==> config.mk <==
export PLATFORM = sky130hd
export DESIGN_NAME = ps2_key_decoder
export DESIGN_NICKNAME = d
export VERILOG_FILES = /design/src/rtl/snake_pkg.sv /design/src/rtl/ps2_frame_rx.sv /design/src/rtl/ps2_key_decoder.sv
export SDC_FILE = /design/constraint.sdc
export NUM_CORES = 1
export LEC_CHECK = 0
export CAP_MARGIN = 20
export CORE_MARGIN = 5
export CORE_UTILIZATION = 57
export CTS_CLUSTER_SIZE = 40
export DETAILED_ROUTE_END_ITERATION = 10
export HOLD_SLACK_MARGIN = 0.15
export PLACE_DENSITY_LB_ADDON = 0.05
export SLEW_MARGIN = 15
export SYNTH_ARGS = -nofsm -noshare
export SYNTH_HDL_FRONTEND = slang
export SYNTH_HIERARCHICAL = 1
export SYNTH_SLANG_ARGS = --single-unit
==> constraint.sdc <==
create_clock -name clk -period 3.6 [get_ports clk]
set_clock_uncertainty 0.15 [all_clocks]
set_input_delay 0.72 -clock clk [delete_from_list [all_inputs] [get_ports clk]]
set_output_delay 0.72 -clock clk [all_outputs]
set_load 0.005 [all_outputs]
==> src/rtl/snake_pkg.sv <==
// Shared constants for the PS/2 key decoder: one-hot output codes, scan codes
// and state types for the frame and sequence FSMs.
package snake_pkg;

    localparam logic [4:0] DIR_NONE  = 5'b00000;
    localparam logic [4:0] DIR_UP    = 5'b00010;
    localparam logic [4:0] DIR_LEFT  = 5'b00100;
    localparam logic [4:0] DIR_DOWN  = 5'b01000;
    localparam logic [4:0] DIR_RIGHT = 5'b10000;

    localparam logic [4:0] NUM_NONE  = 5'b00000;
    localparam logic [4:0] NUM_1     = 5'b00010;
    localparam logic [4:0] NUM_2     = 5'b00100;
    localparam logic [4:0] NUM_3     = 5'b01000;

    localparam logic [7:0] SC_EXT   = 8'hE0;
    localparam logic [7:0] SC_BRK   = 8'hF0;
    localparam logic [7:0] SC_UP    = 8'h75;
    localparam logic [7:0] SC_LEFT  = 8'h6B;
    localparam logic [7:0] SC_DOWN  = 8'h72;
    localparam logic [7:0] SC_RIGHT = 8'h74;
    localparam logic [7:0] SC_1     = 8'h16;
    localparam logic [7:0] SC_2     = 8'h1E;
    localparam logic [7:0] SC_3     = 8'h26;

    typedef enum logic {FR_IDLE, FR_RX} frame_state_t;
    typedef enum logic [1:0] {SQ_BASE, SQ_EXT, SQ_BRK, SQ_EXT_BRK} seq_state_t;

    // Extended arrow codes only; DIR_NONE for anything else.
    function automatic logic [4:0] dir_of(input logic [7:0] code);
        case (code)
            SC_UP:    dir_of = DIR_UP;
            SC_LEFT:  dir_of = DIR_LEFT;
            SC_DOWN:  dir_of = DIR_DOWN;
            SC_RIGHT: dir_of = DIR_RIGHT;
            default:  dir_of = DIR_NONE;
        endcase
    endfunction

    function automatic logic [4:0] num_of(input logic [7:0] code);
        case (code)
            SC_1:    num_of = NUM_1;
            SC_2:    num_of = NUM_2;
            SC_3:    num_of = NUM_3;
            default: num_of = NUM_NONE;
        endcase
    endfunction

endpackage

==> src/rtl/ps2_frame_rx.sv <==
// PS/2 receiver: synchronisers, ps2_clk glitch filter, 11-bit frame FSM and
// mid-frame timeout. byte_ok / frame_error are combinational single-cycle pulses.
module ps2_frame_rx
    import snake_pkg::*;
#(
    parameter int FILTER_LEN     = 8,
    parameter int TIMEOUT_CYCLES = 50000,
    parameter int TO_W           = 16
) (
    input  logic       clk,
    input  logic       reset,
    input  logic       ps2_clk,
    input  logic       ps2_dat,
    output logic       byte_ok,
    output logic [7:0] rx_byte,
    output logic       frame_error
);
    localparam int FW = $clog2(FILTER_LEN + 1);

    logic [1:0]      clk_sync, dat_sync;
    logic [FW-1:0]   filt_cnt;
    logic            filt, fall, fall_dat;
    frame_state_t    state, nxt;
    logic [3:0]      bit_cnt;
    logic [7:0]      shreg;
    logic            par;
    logic [TO_W-1:0] to_cnt;
    logic            to_hit;

    always_ff @(posedge clk) begin
        if (reset) begin
            clk_sync <= 2'b11;
            dat_sync <= 2'b11;
            filt_cnt <= '0;
            filt     <= 1'b1;
            fall     <= 1'b0;
            fall_dat <= 1'b1;
        end else begin
            clk_sync <= {clk_sync[0], ps2_clk};
            dat_sync <= {dat_sync[0], ps2_dat};
            fall     <= 1'b0;
            fall_dat <= dat_sync[1];
            // Level flips on the FILTER_LEN-th consecutive sample at the new level.
            if (clk_sync[1] == filt) begin
                filt_cnt <= '0;
            end else if (filt_cnt == FW'(FILTER_LEN - 1)) begin
                filt     <= clk_sync[1];
                filt_cnt <= '0;
                fall     <= filt;
            end else begin
                filt_cnt <= filt_cnt + 1'b1;
            end
        end
    end

    assign to_hit  = (to_cnt == TO_W'(TIMEOUT_CYCLES));
    assign rx_byte = shreg;

    always_comb begin
        nxt         = state;
        byte_ok     = 1'b0;
        frame_error = 1'b0;
        case (state)
            FR_IDLE: begin
                if (fall) begin
                    if (!fall_dat) nxt = FR_RX;
                    else           frame_error = 1'b1;
                end
            end
            FR_RX: begin
                // A fall takes priority over the timeout terminal count.
                if (fall) begin
                    if (bit_cnt == 4'd10) begin
                        nxt = FR_IDLE;
                        if (fall_dat && (^{shreg, par})) byte_ok = 1'b1;
                        else                              frame_error = 1'b1;
                    end
                end else if (to_hit) begin
                    frame_error = 1'b1;
                    nxt         = FR_IDLE;
                end
            end
            default: nxt = FR_IDLE;
        endcase
    end

    always_ff @(posedge clk) begin
        if (reset) begin
            state   <= FR_IDLE;
            bit_cnt <= '0;
            shreg   <= '0;
            par     <= 1'b0;
            to_cnt  <= '0;
        end else begin
            state <= nxt;
            if (fall || nxt != FR_RX || state != FR_RX) to_cnt <= '0;
            else if (to_cnt != '1)                     to_cnt <= to_cnt + 1'b1;
            if (fall) begin
                if (state == FR_IDLE) begin
                    bit_cnt <= 4'd1;
                end else begin
                    if (bit_cnt <= 4'd8) shreg <= {fall_dat, shreg[7:1]};
                    if (bit_cnt == 4'd9) par   <= fall_dat;
                    bit_cnt <= bit_cnt + 1'b1;
                end
            end
        end
    end

endmodule

==> src/rtl/ps2_key_decoder.sv <==
// PS/2 keyboard decoder: make/break/E0 sequence FSM over ps2_frame_rx, held
// direction/number one-hots and event strobes. Optional macro: REPEAT_FILTER_EN.
module ps2_key_decoder
    import snake_pkg::*;
#(
    parameter int FILTER_LEN     = 8,
    parameter int TIMEOUT_CYCLES = 50000,
    parameter int TO_W           = 16
) (
    input  logic       clk,
    input  logic       reset,
    input  logic       ps2_clk,
    input  logic       ps2_dat,
    output logic [4:0] direction,
    output logic [4:0] number,
    output logic [7:0] scan_code,
    output logic       key_valid,
    output logic       key_break,
    output logic       frame_error
);
    logic       byte_ok, rx_err;
    logic [7:0] rx_byte;
    seq_state_t seq, seq_nxt;
    logic       mk, bk, ext, mk_go;

    ps2_frame_rx #(
        .FILTER_LEN    (FILTER_LEN),
        .TIMEOUT_CYCLES(TIMEOUT_CYCLES),
        .TO_W          (TO_W)
    ) u_rx (
        .clk        (clk),
        .reset      (reset),
        .ps2_clk    (ps2_clk),
        .ps2_dat    (ps2_dat),
        .byte_ok    (byte_ok),
        .rx_byte    (rx_byte),
        .frame_error(rx_err)
    );

    always_comb begin
        seq_nxt = seq;
        mk      = 1'b0;
        bk      = 1'b0;
        ext     = 1'b0;
        if (rx_err) begin
            seq_nxt = SQ_BASE;
        end else if (byte_ok) begin
            case (seq)
                SQ_BASE: begin
                    if      (rx_byte == SC_EXT) seq_nxt = SQ_EXT;
                    else if (rx_byte == SC_BRK) seq_nxt = SQ_BRK;
                    else                        mk = 1'b1;
                end
                SQ_EXT: begin
                    if (rx_byte == SC_BRK) begin
                        seq_nxt = SQ_EXT_BRK;
                    end else if (rx_byte != SC_EXT) begin
                        mk      = 1'b1;
                        ext     = 1'b1;
                        seq_nxt = SQ_BASE;
                    end
                end
                SQ_BRK: begin
                    bk      = 1'b1;
                    seq_nxt = SQ_BASE;
                end
                SQ_EXT_BRK: begin
                    bk      = 1'b1;
                    ext     = 1'b1;
                    seq_nxt = SQ_BASE;
                end
                default: seq_nxt = SQ_BASE;
            endcase
        end
    end

    always_ff @(posedge clk) begin
        if (reset) seq <= SQ_BASE;
        else       seq <= seq_nxt;
    end

`ifdef REPEAT_FILTER_EN
    // {ext, code} of the key currently held down; typematic repeats are dropped.
    logic       held_vld;
    logic [8:0] held_key;

    assign mk_go = mk && !(held_vld && held_key == {ext, rx_byte});

    always_ff @(posedge clk) begin
        if (reset) begin
            held_vld <= 1'b0;
            held_key <= '0;
        end else if (mk_go) begin
            held_vld <= 1'b1;
            held_key <= {ext, rx_byte};
        end else if (bk && held_key == {ext, rx_byte}) begin
            held_vld <= 1'b0;
        end
    end
`else
    assign mk_go = mk;
`endif

    always_ff @(posedge clk) begin
        if (reset) begin
            direction   <= DIR_NONE;
            number      <= NUM_NONE;
            scan_code   <= '0;
            key_valid   <= 1'b0;
            key_break   <= 1'b0;
            frame_error <= 1'b0;
        end else begin
            key_valid   <= mk_go;
            key_break   <= bk;
            frame_error <= rx_err;
            if (mk_go) begin
                scan_code <= rx_byte;
                if (ext && dir_of(rx_byte) != DIR_NONE)  direction <= dir_of(rx_byte);
                if (!ext && num_of(rx_byte) != NUM_NONE) number    <= num_of(rx_byte);
            end
            if (bk) scan_code <= rx_byte;
        end
    end

endmodule

==> metrics <==
vias in the first global route=2061; antenna violations before repair=0; first-pass GRT wire length=9760 µm; largest net degree at the start of global routing=25; Setup CP Type=flop to flop; Gate Count Post-Synth=313; die width=81.9 µm; post-synth cell types=61; routed vias=2297; Final Cycle Share=0.838; WP data arrival=3.14 ns; PostCTS Resize Cnt=0; RSZ-0062 raised after global routing=no; CTS tree=built; full die area=6700 µm²; Routed Antenna Nets=0; xor and xnor fraction of the mapped netlist area=0.0523; routed wire length=5660 µm; DR iter-0 viols=205; DP Cell Count=398; area grow syn2layout=16.3%; layout cells sized above 1=0.0991; CP delay by family, top=compound AO/OA/AOI/OAI gates; gr ovfl total=0; Final Setup Violations=0; Synth Register Bits=61; EDFF count, synth=0; Post-CTS Hold Fix Bufs=0; Seq/Total Area, Yosys=0.415; Rows=26; Slew HR=0.552; worst hold path class=flop to flop; Crit path required time=3.72 ns; CTS max path bufs=2; Pins Over Slew Limit=0; initial core utilization=0.580; final hold viol count=0; Critical Path Start=u_rx/to_cnt[0]$_SDFFE_PP0P_; Vias/cell=5.56; Num CTS Buffers=9; CP cell instances=inv_1 -> ha_1 -> or4b_1 -> o41a_1 -> o22a_1 -> o21ai_1 -> nand4bb_1 -> o21bai_1 -> mux2_2 -> a21oi_1; Antenna Diode Count=0; WP buf/inv=1; CP max stage cell=o41a_1; routability congestion estimate=0.916; non-filler instance count after layout=413; Max IR drop VDD=0.292 mV; Post-route DRC=0; Slew @ Worst Pin=0.673 ns; CTS sink cnt=61; Critical Path Start Type=flop; Post-Syn Area=2940 µm²; largest family of logic cells by synthesized area=simple AND/OR/NAND/NOR gates; Die Ht=81.9 µm; simple-gate share of the synthesized area=0.283; sum of negative setup slack=0 ns; most frequent cells in the layout=dfxtp_1 (61), nor2_1 (40), clkdlybuf4s50_1 (21); compound-gate portion of the synthesized area=0.101; synthesized-area fraction occupied by adder cells=0.0297; critical path endpoint category=flop; top_reg_cell synth=dfxtp_1; Worst-path clk slew=0.07 ns; Clock Latency Late Sink=0.34 ns; Core Area=5070 µm²; Max-Cap Viols=0; postcts setup bufs=0; Synth async-reset ratio=0; post-synthesis mux area share=0.0756; HPWL Detailed=3930 µm; Fmax=331 MHz; Ys Warns=6; critical path's largest stage delay=0.51 ns; IO buf count=21; Avg Cell Area, Syn=9.41 µm²; average wire per standard cell=13.7 µm; PD cells=413 nW/µm²; beginning of the worst hold path=u_rx/dat_sync[0]$_SDFF_PP1_; gr usage total=0.191; outcome=completed; commonest non-fill, non-tap cell in the layout=dfxtp_1; Crit Path Max Fanout=6; min Tclk post-route=3.02 ns; reg2reg start=u_rx/to_cnt[0]$_SDFFE_PP0P_; Post-layout nets=350; Lkg Pwr=0.00123 µW; clock root cell=clkbuf_8; H-tree depth=3; IO Count=25; DR pass1 iterations=4
-- sequential cells by signal, indices dropped and copies added (netlist names), 3 cells and up --
signal / count
direction: 4
number: 3
scan_code: 8
u_rx/bit_cnt: 4
u_rx/filt_cnt: 4
u_rx/rx_byte: 8
u_rx/to_cnt: 16
-- worst reg2reg max path: stages (launching register included) --
cell	delay (ns)
dfxtp_1	0.33
inv_1	0.09
ha_1	0.14
or4b_1	0.42
o41a_1	0.51
o22a_1	0.24
o21ai_1	0.18
nand4bb_1	0.20
o21bai_1	0.19
mux2_2	0.37
a21oi_1	0.13
-- cell usage after synthesis (2+ instances only) --
cell type   n  area [µm²]
nand4_1    10        62.6
or4_1       2        15.0
buf_4       4        30.0
nor2_1     40         150
or4b_1      3        30.0
nand2b_1    7        43.8
or3_1       2        12.5
o2111ai_1   2        17.5
o2bb2ai_1   2        17.5
nor4_1      4        25.0
nand2_1    11        41.3
xor2_1      4        35.0
and3_1      5        31.3
ha_1        7        87.6
nor3b_1     2        15.0
nor2b_1     6        37.5
o21ai_0     9        45.0
dfxtp_1    61        1220
clkbuf_1    5        18.8
o31ai_1     2        15.0
a31oi_1     3        18.8
nand4b_1    2        17.5
nand4bb_1   2        22.5
inv_1       9        33.8
mux2i_1    20         200
nand3b_1    4        30.0
nand3_1    15        75.1
mux2_2      2        22.5
nor3_1      4        20.0
buf_6       2        22.5
xnor2_1    11        96.3
a21oi_1    14        70.1
or2_2       5        31.3
a22oi_1     2        15.0
nor4b_1     4        35.0
-- layout make-up --
class | count | area, µm²
fillers | 447 | 1650
clock inverters | 5 | 100
repair buffers | 26 | 248
well taps | 70 | 87.6
flip-flops and latches | 61 | 1220
clock buffers | 10 | 128
multi-input cells | 232 | 1610
inverters | 9 | 33.8
-- cells by family (layout without fill, tap and decap cells) --
logic type | count (synthesis) | in the layout
and+or+nand+nor | 140 | 140
other | 1 | 3
adders and majority gates | 7 | 7
AOI/OAI and AO/OA | 44 | 44
buffers and inverters | 22 | 50
muxes | 22 | 22
xor gates and xnor gates | 16 | 16
DFF | 61 | 61
-- power by group --
| group | switching (µW) | total, µW | leakage [µW] | internal [µW] |
|---|---|---|---|---|
| sequential | 1.96 | 681 | 0.000492 | 679 |
| clock | 256 | 710 | 0.000116 | 454 |
| combinational | 11.8 | 22.7 | 0.000622 | 11.0 |
| total | 270 | 1410 | 0.00123 | 1140 |
-- worst paths after layout --
| path | end | slack, ns | cells after the start |
|---|---|---|---|
| max | direction[2]$_SDFFE_PP0P_ | 0.58 | 10 |
| min | u_rx/dat_sync[1]$_SDFF_PP1_ | 0.26 | 1 |
| max reg2reg | direction[2]$_SDFFE_PP0P_ | 0.58 | 10 |
| min reg2reg | u_rx/dat_sync[1]$_SDFF_PP1_ | 0.26 | 1 |
-- routing by layer --
layer | GRT usage | wire length, µm | vias up
met4 | 0.0997 | 56 | 0
met3 | 0.0428 | 250 | 4
li1 | - | - | 1181
met2 | 0.271 | 2390 | 45
met5 | 0 | 0 | -
met1 | 0.269 | 2960 | 1067
-- per-stage QoR --
stage / power [µW] / area (µm²) / setup slack (ns) / hold WS [ns] / util
CTS: 1430 / 3420 / 0.580 / 0.262 / 0.675
floorplan: 713 / 2950 / 0.821 / 0.239 / -
finish: 1410 / 3420 / 0.583 / 0.259 / 0.675
detailed placement: 719 / 3200 / 0.599 / 0.247 / 0.630
global placement: 719 / 3200 / 0.668 / 0.242 / 0.630
global route: 1460 / 3420 / 0.452 / 0.275 / 0.675
Note: power is estimated with default switching activity, not from simulation.
